==> config.mk <==
export PLATFORM = sky130hd
export DESIGN_NAME = alm_mult_arbiter
export DESIGN_NICKNAME = d
export VERILOG_FILES = /design/src/rtl/alm_mult_arbiter.sv
export SDC_FILE = /design/constraint.sdc
export NUM_CORES = 1
export LEC_CHECK = 0
export ABC_AREA = 1
export CAP_MARGIN = 25
export CORE_ASPECT_RATIO = 0.8
export CORE_MARGIN = 10
export CORE_UTILIZATION = 47
export DETAILED_ROUTE_END_ITERATION = 16
export HOLD_SLACK_MARGIN = 0.05
export PLACE_DENSITY_LB_ADDON = 0.1
export RECOVER_POWER = 50
export SETUP_SLACK_MARGIN = 0.02
export SYNTH_ARGS = -nofsm -noshare
export SYNTH_HDL_FRONTEND = slang
export SYNTH_HIERARCHICAL = 1
export SYNTH_SLANG_ARGS = --single-unit
==> constraint.sdc <==
create_clock -name clk -period 4.7 [get_ports clk]
set_input_delay 1.41 -clock clk [delete_from_list [all_inputs] [get_ports clk]]
set_output_delay 1.41 -clock clk [all_outputs]
set_load 0.02 [all_outputs]
==> src/rtl/alm_mult_arbiter.sv <==
`default_nettype none
// ============================================================================
//  Module      : ALM_Gen_multiplication_unit
//  Description : Combinational approximate log-domain (Mitchell-style)
//                multiplier. Each operand is {k, fraction}, where k is the
//                leading-one position and fraction holds the bits below the
//                leading one, MSB-aligned. Only the top M fraction bits of each
//                operand are used. The product is
//                2^(ka+kb) * (1 + fa + fb)   when fa + fb < 1
//                2^(ka+kb+1) * (fa + fb)     otherwise
//                and it is forced to 0 when either zero flag is set.
//  Ports       : i_log_a/i_log_b   log-format operands
//                i_a_zero/i_b_zero operand-is-zero flags
//                o_product         A_BW+B_BW bit product
//  Revision    : 1.0  initial release
// ============================================================================
module ALM_Gen_multiplication_unit #(
    parameter int A_BW = 16,
    parameter int B_BW = 16,
    parameter int M    = 6
) (
    input  logic [$clog2(A_BW)+A_BW-2:0] i_log_a,
    input  logic                         i_a_zero,
    input  logic [$clog2(A_BW)+A_BW-2:0] i_log_b,
    input  logic                         i_b_zero,
    output logic [A_BW+B_BW-1:0]         o_product
);
    localparam int KW = $clog2(A_BW);
    localparam int FW = A_BW - 1;
    localparam int LW = KW + FW;
    localparam int MT = (M < FW) ? M : FW;   // fraction bits actually used
    localparam int PW = A_BW + B_BW;

    logic [KW-1:0]    w_ka;
    logic [KW-1:0]    w_kb;
    logic [MT-1:0]    w_fa;
    logic [MT-1:0]    w_fb;
    logic [MT:0]      w_fsum;
    logic [KW:0]      w_exp;
    logic [MT:0]      w_mant;
    logic [PW+MT-1:0] w_wide;
    logic             w_unused_lsbs;

    assign w_ka   = i_log_a[LW-1 -: KW];
    assign w_kb   = i_log_b[LW-1 -: KW];
    assign w_fa   = i_log_a[FW-1 -: MT];
    assign w_fb   = i_log_b[FW-1 -: MT];

    // Fraction carry-out moves the result into the next binade; the mantissa
    // is then 1.(fa+fb-1), which has the same bit pattern as the sum's LSBs.
    assign w_fsum = {1'b0, w_fa} + {1'b0, w_fb};
    assign w_exp  = {1'b0, w_ka} + {1'b0, w_kb} + {{KW{1'b0}}, w_fsum[MT]};
    assign w_mant = {1'b1, w_fsum[MT-1:0]};
    assign w_wide = {{(PW-1){1'b0}}, w_mant} << w_exp;

    assign o_product = (i_a_zero | i_b_zero) ? '0 : w_wide[PW+MT-1:MT];

    // Truncated fraction LSBs intentionally do not contribute.
    assign w_unused_lsbs = ^{i_log_a, i_log_b};
endmodule

// ============================================================================
//  Module      : alm_mult_arbiter
//  Description : Round-robin arbiter feeding one shared ALM multiplier through
//                a 2-stage pipeline (S1 operand registers, S2 product/response
//                registers) with a valid/ready response port.
//  Build macro : ALM_ARB_FIXED_PRIO_EN - when defined, fixed priority (lowest
//                index wins) replaces round-robin and the pointer is removed.
//  Ports       : clk, rst_n (synchronous, active low)
//                req_valid/req_ready       per-requester handshake
//                req_log_a/req_log_b       packed operands, i at [i*LW +: LW]
//                req_a_zero/req_b_zero     per-requester zero flags
//                rsp_valid/rsp_ready       response handshake
//                rsp_id/rsp_product        requester index and product
//  Revision    : 1.0  initial release
// ============================================================================
module alm_mult_arbiter #(
    parameter int A_BW = 16,
    parameter int B_BW = 16,
    parameter int NREQ = 4,
    parameter int M    = 6,
    localparam int LW  = $clog2(A_BW) + A_BW - 1,
    localparam int IDW = $clog2(NREQ),
    localparam int PW  = A_BW + B_BW
) (
    input  logic               clk,
    input  logic               rst_n,
    input  logic [NREQ-1:0]    req_valid,
    output logic [NREQ-1:0]    req_ready,
    input  logic [NREQ*LW-1:0] req_log_a,
    input  logic [NREQ-1:0]    req_a_zero,
    input  logic [NREQ*LW-1:0] req_log_b,
    input  logic [NREQ-1:0]    req_b_zero,
    output logic               rsp_valid,
    input  logic               rsp_ready,
    output logic [IDW-1:0]     rsp_id,
    output logic [PW-1:0]      rsp_product
);
    // Stage 1 registers
    logic           r_s1_valid;
    logic [IDW-1:0] r_s1_id;
    logic [LW-1:0]  r_s1_log_a;
    logic           r_s1_a_zero;
    logic [LW-1:0]  r_s1_log_b;
    logic           r_s1_b_zero;

    // Stage 2 registers
    logic           r_rsp_valid;
    logic [IDW-1:0] r_rsp_id;
    logic [PW-1:0]  r_rsp_product;

    logic           w_s2_free;
    logic           w_s1_free;
    logic [IDW-1:0] w_start;
    logic [IDW:0]   w_idx;
    logic           w_gnt_any;
    logic [IDW-1:0] w_gnt_id;
    logic [NREQ-1:0] w_grant;
    logic           w_accept;
    logic           w_move;
    logic [PW-1:0]  w_mult_product;

`ifdef ALM_ARB_FIXED_PRIO_EN
    assign w_start = '0;
`else
    logic [IDW-1:0] r_rr_ptr;
    assign w_start = r_rr_ptr;
`endif

    assign w_s2_free = ~r_rsp_valid | rsp_ready;
    assign w_s1_free = ~r_s1_valid | w_s2_free;

    // Circular search from w_start; the index is kept one bit wider so the
    // wrap can be done with a single conditional subtract for any NREQ.
    always_comb begin
        w_idx     = '0;
        w_gnt_any = 1'b0;
        w_gnt_id  = '0;
        for (int off = 0; off < NREQ; off++) begin
            w_idx = {1'b0, w_start} + (IDW+1)'(off);
            if (w_idx >= (IDW+1)'(NREQ)) begin
                w_idx = w_idx - (IDW+1)'(NREQ);
            end
            if (!w_gnt_any && req_valid[w_idx[IDW-1:0]]) begin
                w_gnt_any = 1'b1;
                w_gnt_id  = w_idx[IDW-1:0];
            end
        end
    end

    assign w_grant   = w_gnt_any ? ({{(NREQ-1){1'b0}}, 1'b1} << w_gnt_id) : '0;
    assign req_ready = w_grant & {NREQ{w_s1_free & rst_n}};
    assign w_accept  = w_gnt_any & w_s1_free & rst_n;
    assign w_move    = r_s1_valid & w_s2_free;

    ALM_Gen_multiplication_unit #(
        .A_BW (A_BW),
        .B_BW (B_BW),
        .M    (M)
    ) u_mult (
        .i_log_a   (r_s1_log_a),
        .i_a_zero  (r_s1_a_zero),
        .i_log_b   (r_s1_log_b),
        .i_b_zero  (r_s1_b_zero),
        .o_product (w_mult_product)
    );

    always_ff @(posedge clk) begin
        if (!rst_n) begin
            r_s1_valid    <= 1'b0;
            r_s1_id       <= '0;
            r_s1_log_a    <= '0;
            r_s1_a_zero   <= 1'b0;
            r_s1_log_b    <= '0;
            r_s1_b_zero   <= 1'b0;
            r_rsp_valid   <= 1'b0;
            r_rsp_id      <= '0;
            r_rsp_product <= '0;
        end else begin
            if (w_accept) begin
                r_s1_valid  <= 1'b1;
                r_s1_id     <= w_gnt_id;
                r_s1_log_a  <= req_log_a[w_gnt_id*LW +: LW];
                r_s1_a_zero <= req_a_zero[w_gnt_id];
                r_s1_log_b  <= req_log_b[w_gnt_id*LW +: LW];
                r_s1_b_zero <= req_b_zero[w_gnt_id];
            end else if (w_move) begin
                r_s1_valid  <= 1'b0;
            end

            if (w_move) begin
                r_rsp_valid   <= 1'b1;
                r_rsp_id      <= r_s1_id;
                r_rsp_product <= w_mult_product;
            end else if (rsp_ready) begin
                r_rsp_valid   <= 1'b0;
            end
        end
    end

`ifndef ALM_ARB_FIXED_PRIO_EN
    always_ff @(posedge clk) begin
        if (!rst_n) begin
            r_rr_ptr <= '0;
        end else if (w_accept) begin
            r_rr_ptr <= (w_gnt_id == IDW'(NREQ-1)) ? '0 : w_gnt_id + 1'b1;
        end
    end
`endif

    assign rsp_valid   = r_rsp_valid;
    assign rsp_id      = r_rsp_id;
    assign rsp_product = r_rsp_product;
endmodule
`default_nettype wire
======== Word-level counts from Yosys, hierarchy flattened ========
Cells that the tools add are included.
operators by class
  $lt $le $gt $ge ......................... 9
  multipliers ............................. 1
  bitwise gates (word level) .............. 10
  reductions and logical operators ........ 8
  eq/ne operators ......................... 1
  add/subtract/negate cells ............... 11
  shift-type cells ........................ 4
  mux-type cells .......................... 31
operators by type and width
  operator                                                                count
  76-bit by 8-bit variable part select with 19-bit output                 2
  7-bit by 5-bit left shift with 38-bit output                            1
  32-bit 2-to-1 mux                                                       1
  2-bit 2-to-1 mux                                                        9
  2-bit by 3-bit < comparator with 1-bit output (second input constant)   5
  1-bit 2-to-1 mux                                                        14
  1-bit binary-select mux with 2-bit select                               6
  3-bit >= comparator (second input constant)                             3
  2-bit by 1-bit subtractor with 2-bit output (second input constant)     4
  6-bit by 6-bit adder with 7-bit output                                  1
  2-bit by 5-bit multiplier with 7-bit output (second input constant)     1
  2-bit by 2-bit adder with 3-bit output (second input constant)          2
  4-bit by 4-bit adder with 5-bit output                                  1
  5-bit by 1-bit adder with 5-bit output                                  1
  1-bit AND                                                               4
  4-bit AND                                                               1
  4-bit 2-to-1 mux                                                        1
  2-bit nonzero test                                                      2
  1-bit by 2-bit left shift with 4-bit output (first input constant)      1
  2-bit by 1-bit adder with 3-bit output (second input constant)          1
  2-bit by 3-bit >= comparator with 1-bit output (second input constant)  1
  1-bit logical AND                                                       3
  1-bit zero test                                                         3
  1-bit bitwise OR                                                        3
  other kinds (3)                                                         4
storage, ports and cells
  logic and storage cells ................. 85
  input bits .............................. 167
  register bits ........................... 80
  output and inout port bits .............. 39

======== Logic depth before layout (Yosys ltp) ========
  word-level depth ........................ 17
  depth in mapped cells ................... 21
  mapped depth without buffers ............ 20

======== Hierarchy ========
The synthesis kept the hierarchy.
by module, submodules not included
  module                       seq. area each (um2)  area an instance (um2)  cells each  instances
  alm_mult_arbiter             1,601.5               4,958.5                 857         1
  ALM_Gen_multiplication_unit  0.0                   1,076.0                 200         1

======== Worst setup path before layout ========
Ideal clock, no wire load.
  path kind ............................... input to output
  from .................................... input req_valid[1]
  to ...................................... output req_ready[3]
  data required time ...................... 3.290 ns
  stages on the path ...................... 14
  arrival time ............................ 2.917 ns
  buffers on the path ..................... 2
  setup slack ............................. 0.373 ns
  cells stage by stage .................... inv_1 -> nand2_1 -> nand3_1 -> nand2_2 -> nor2_2 -> nand3_1 -> nand2_2 -> nand2_1 -> buf_6 -> buf_6 -> inv_1 -> ha_1 -> inv_1 -> nor2_1
between the ends
  word-level cells in the longest chain between the ends .. 15
  elaborated cells on any way between the ends .. 25
  those cells by class .................... shift: 1; mux: 17; bitwise: 1; reduce/logical: 6
ends and longest elaborated chain
  item                                         line  text
  from (decl)                                  88    input logic [NREQ-1:0] req_valid,
  1-bit binary-select mux with 2-bit select    144   if (!w_gnt_any && req_valid[w_idx[IDW-1:0]]) begin
  1-bit 2-to-1 mux (not written as such)       144
  1-bit 2-to-1 mux                             144
  1-bit zero test                              144
  1-bit logical AND                            144
  1-bit 2-to-1 mux                             144
  1-bit zero test                              144
  1-bit logical AND                            144
  1-bit 2-to-1 mux                             144
  1-bit zero test                              144
  1-bit logical AND                            144
  2-bit 2-to-1 mux                             144
  1-bit by 2-bit left shift with 4-bit output  151   assign w_grant = w_gnt_any ? ({{(NREQ-1){1'b0}}, 1'b1} << w_gnt_id) : '0;
  4-bit 2-to-1 mux *                           151
  4-bit AND *                                  152   assign req_ready = w_grant & {NREQ{w_s1_free & rst_n}};
  to (decl)                                    89    output logic [NREQ-1:0] req_ready,
Every way passes the cells marked *; elsewhere a longest branch is shown, timed or not. The select of a mux whose other input is x is not followed.

======== Worst setup path in the final report ========
  from .................................... input req_valid[0]
  to ...................................... output req_ready[3]
Same word-level chain as after synthesis.

==> out/qor.csv <==
metric;value;unit
outcome;complete, no violations;
input/output buffers;133;
Slew @ Worst Pin;1.23;ns
Final period util;97.1;%
Die Width;132;um
critical path data arrival time;3.16;ns
layout net count;1080;
# IOs;206;
clock buffer count from CTS;9;
min Tclk post-route;4.57;ns
Layout area overhead;32.4;%
Final Hold Fails;0;
Placed Cells;1024;
FP Rows;32;
Int Pwr;2.24;mW
post-CTS setup buffers;0;
Hold WC Path Type;reg -> reg;
Leak;3.05;nW
worst skew pair latency;0.34;ns
Crit-path slowest cell;clkdlybuf4s50_1;
# DRC;0;
WL final;14500;um
Largest stage delay, worst path;0.50;ns
synthesized instance count;805;
CTS tree;built;
area of the multi-input gates;2840;um^2
total power;4.94;mW
Syn Area/Cell;5.82;um^2
crit path kind;in -> out;
clk slew on worst S/H paths;0.05;ns
TritonRoute pass-1 iters;5;
global route overflow;0;
CP Capture Type;output port;
Reg area;1240;um^2
initial drt markers;407;
initial antenna violation count;0;
vias in the first global route;4879;
drt wl/cell;13.9;um
Die H;109;um
Die Footprint;14400;um^2
CP Data Required Time;3.29;ns
hold_sp;r_s1_id[1]$_SDFFE_PN0P_;
post-route cell area;6200;um^2
Ant. Diodes;0;
max-slew violations;0;
final cell count without fillers;1040;
RSZ-0062 raised after global routing;false;
DP Area;5920;um^2
switching share of power;54.7;%
max-cap violations;0;
PwrDens;796;nW/um^2
worst setup margin;0.134;ns
WHS Endpoint;r_s1_id[1]$_SDFFE_PN0P_;
Critical R2R Launch;r_s1_log_a[9]$_SDFFE_PN0P_;
Initial Util;48.3;%
clock network fraction of total power;12.7;%
DP HPWL;11300;um
cell repeated most along the worst path;nand2_1;
Fmax;0.219;GHz
gpl congestion;0.898;
Final setup viols;0;
Post-Synthesis Net Count;986;
slew margin rel.;18.1;%
Final Core Density;64.0;%
Comb power frac;70.1;%
skew final;0.0111;ns
Syn. warnings;6;
via count;5249;
share of post-route cells with drive strength above 1;6.31;%
Switch Pwr;2.70;mW
worst hold path stage count;2;
pre-CTS setup slack;-0.389;ns
worst-path cell chain;clkdlybuf4s50_1, inv_1, nand2_1, nand2_1, nand2_1, nand2_1, nor2_1, nor2_1, nand2_2, nand2_2, inv_2, ha_1, inv_1, nor2_1, buf_4;
first-pass GRT wire length;23300;um
clk sink count;62;
Tot GR Track Use;19.3;%
core area;9690;um^2
hold_buf cts;0;
reg-to-reg endpoint;rsp_product[6]$_SDFFE_PN0P_;
CP startpoint kind;input pin;
Via density;5.05;
Sum Neg Setup Slack;0;ns
R2R depth;18;
post-route ant nets;0;
WHS;0.469;ns
peak supply drop;0.488;mV
largest net degree at the start of global routing;49;
Flop pwr share;17.2;%
FF-to-FF setup slack;0.53;ns
H-tree depth;3;
Root Buffer;clkbuf_16;
Clock Tree Buf Depth;2;
critical-path maximum fanout;4;
Post-Syn Area;4680;um^2
# fillers;965;
-- cells in the final DEF (no fill, tap or decap), drive strengths merged, types with 3 or more instances in the layout --
cell type / n
a21oi: 17
buf: 17
clkbuf: 13
clkdlybuf4s50: 91
clkinv: 5
dfxtp: 62
dlygate4sd3: 37
fa: 3
ha: 11
inv: 63
nand2: 236
nand3: 77
nand3b: 25
nand4: 9
nor2: 174
o21ai: 46
-- critical path: cells and delay by family --
family,cells,cell delay (ns)
adders and majority gates,1,0.14
buffers and inverters,5,0.84
and+or+nand+nor,9,0.78
-- per-layer routing --
| layer | share of wire [%] | vias up | track usage (%) |
|---|---|---|---|
| li1 | - | 2699 | - |
| met1 | 48 | 2419 | 24.7 |
| met2 | 48 | 119 | 33.5 |
| met3 | 4.2 | 12 | 3.86 |
| met4 | 0.56 | 0 | 3.41 |
| met5 | 0 | - | 0 |
-- state kept, by name, summed over array words and instances (netlist names) --
signal       count
r_s1_log_b      10
rsp_product     32
r_s1_valid       1
rsp_id           2
rsp_valid        1
r_s1_a_zero      1
r_s1_b_zero      1
r_s1_id          2
r_rr_ptr         2
r_s1_log_a      10
-- worst max-delay path by stage --
stage	depth (start not counted)	to	start
after detailed placement	14	req_ready[3]	req_valid[1]
after global routing	14	req_ready[3]	req_valid[1]
final	15	req_ready[3]	req_valid[0]
after floorplan	14	req_ready[3]	req_valid[1]
after CTS	12	req_ready[0]	req_valid[0]
after global placement	14	req_ready[3]	req_valid[1]
-- power by group through the flow --
stage	clock, mW	combinational (mW)	sequential [mW]
2_1_floorplan	0	2.72	0.913
3_3_place_gp	0	3.39	0.857
3_5_place_dp	0	3.43	0.864
4_1_cts	0.637	3.44	0.854
5_1_grt	0.655	3.93	0.870
6_report	0.628	3.46	0.851
-- what timing repair did --
action,CTS,global route
endpoints found under the hold margin,0,0
resized for setup,16,13
setup endpoints to repair,4,4
pin swaps,0,1
-- final cells by class --
type                       count  share of cell area (%)
sequential                    62                    20.0
clock buffer                  10                    3.85
inverter                      64                    3.87
multi-input combinational    613                    45.8
timing repair buffer         149                    23.0
clock inverter                 6                   0.746
tap                          136                    2.74
Power figures use the tool's default switching activity.
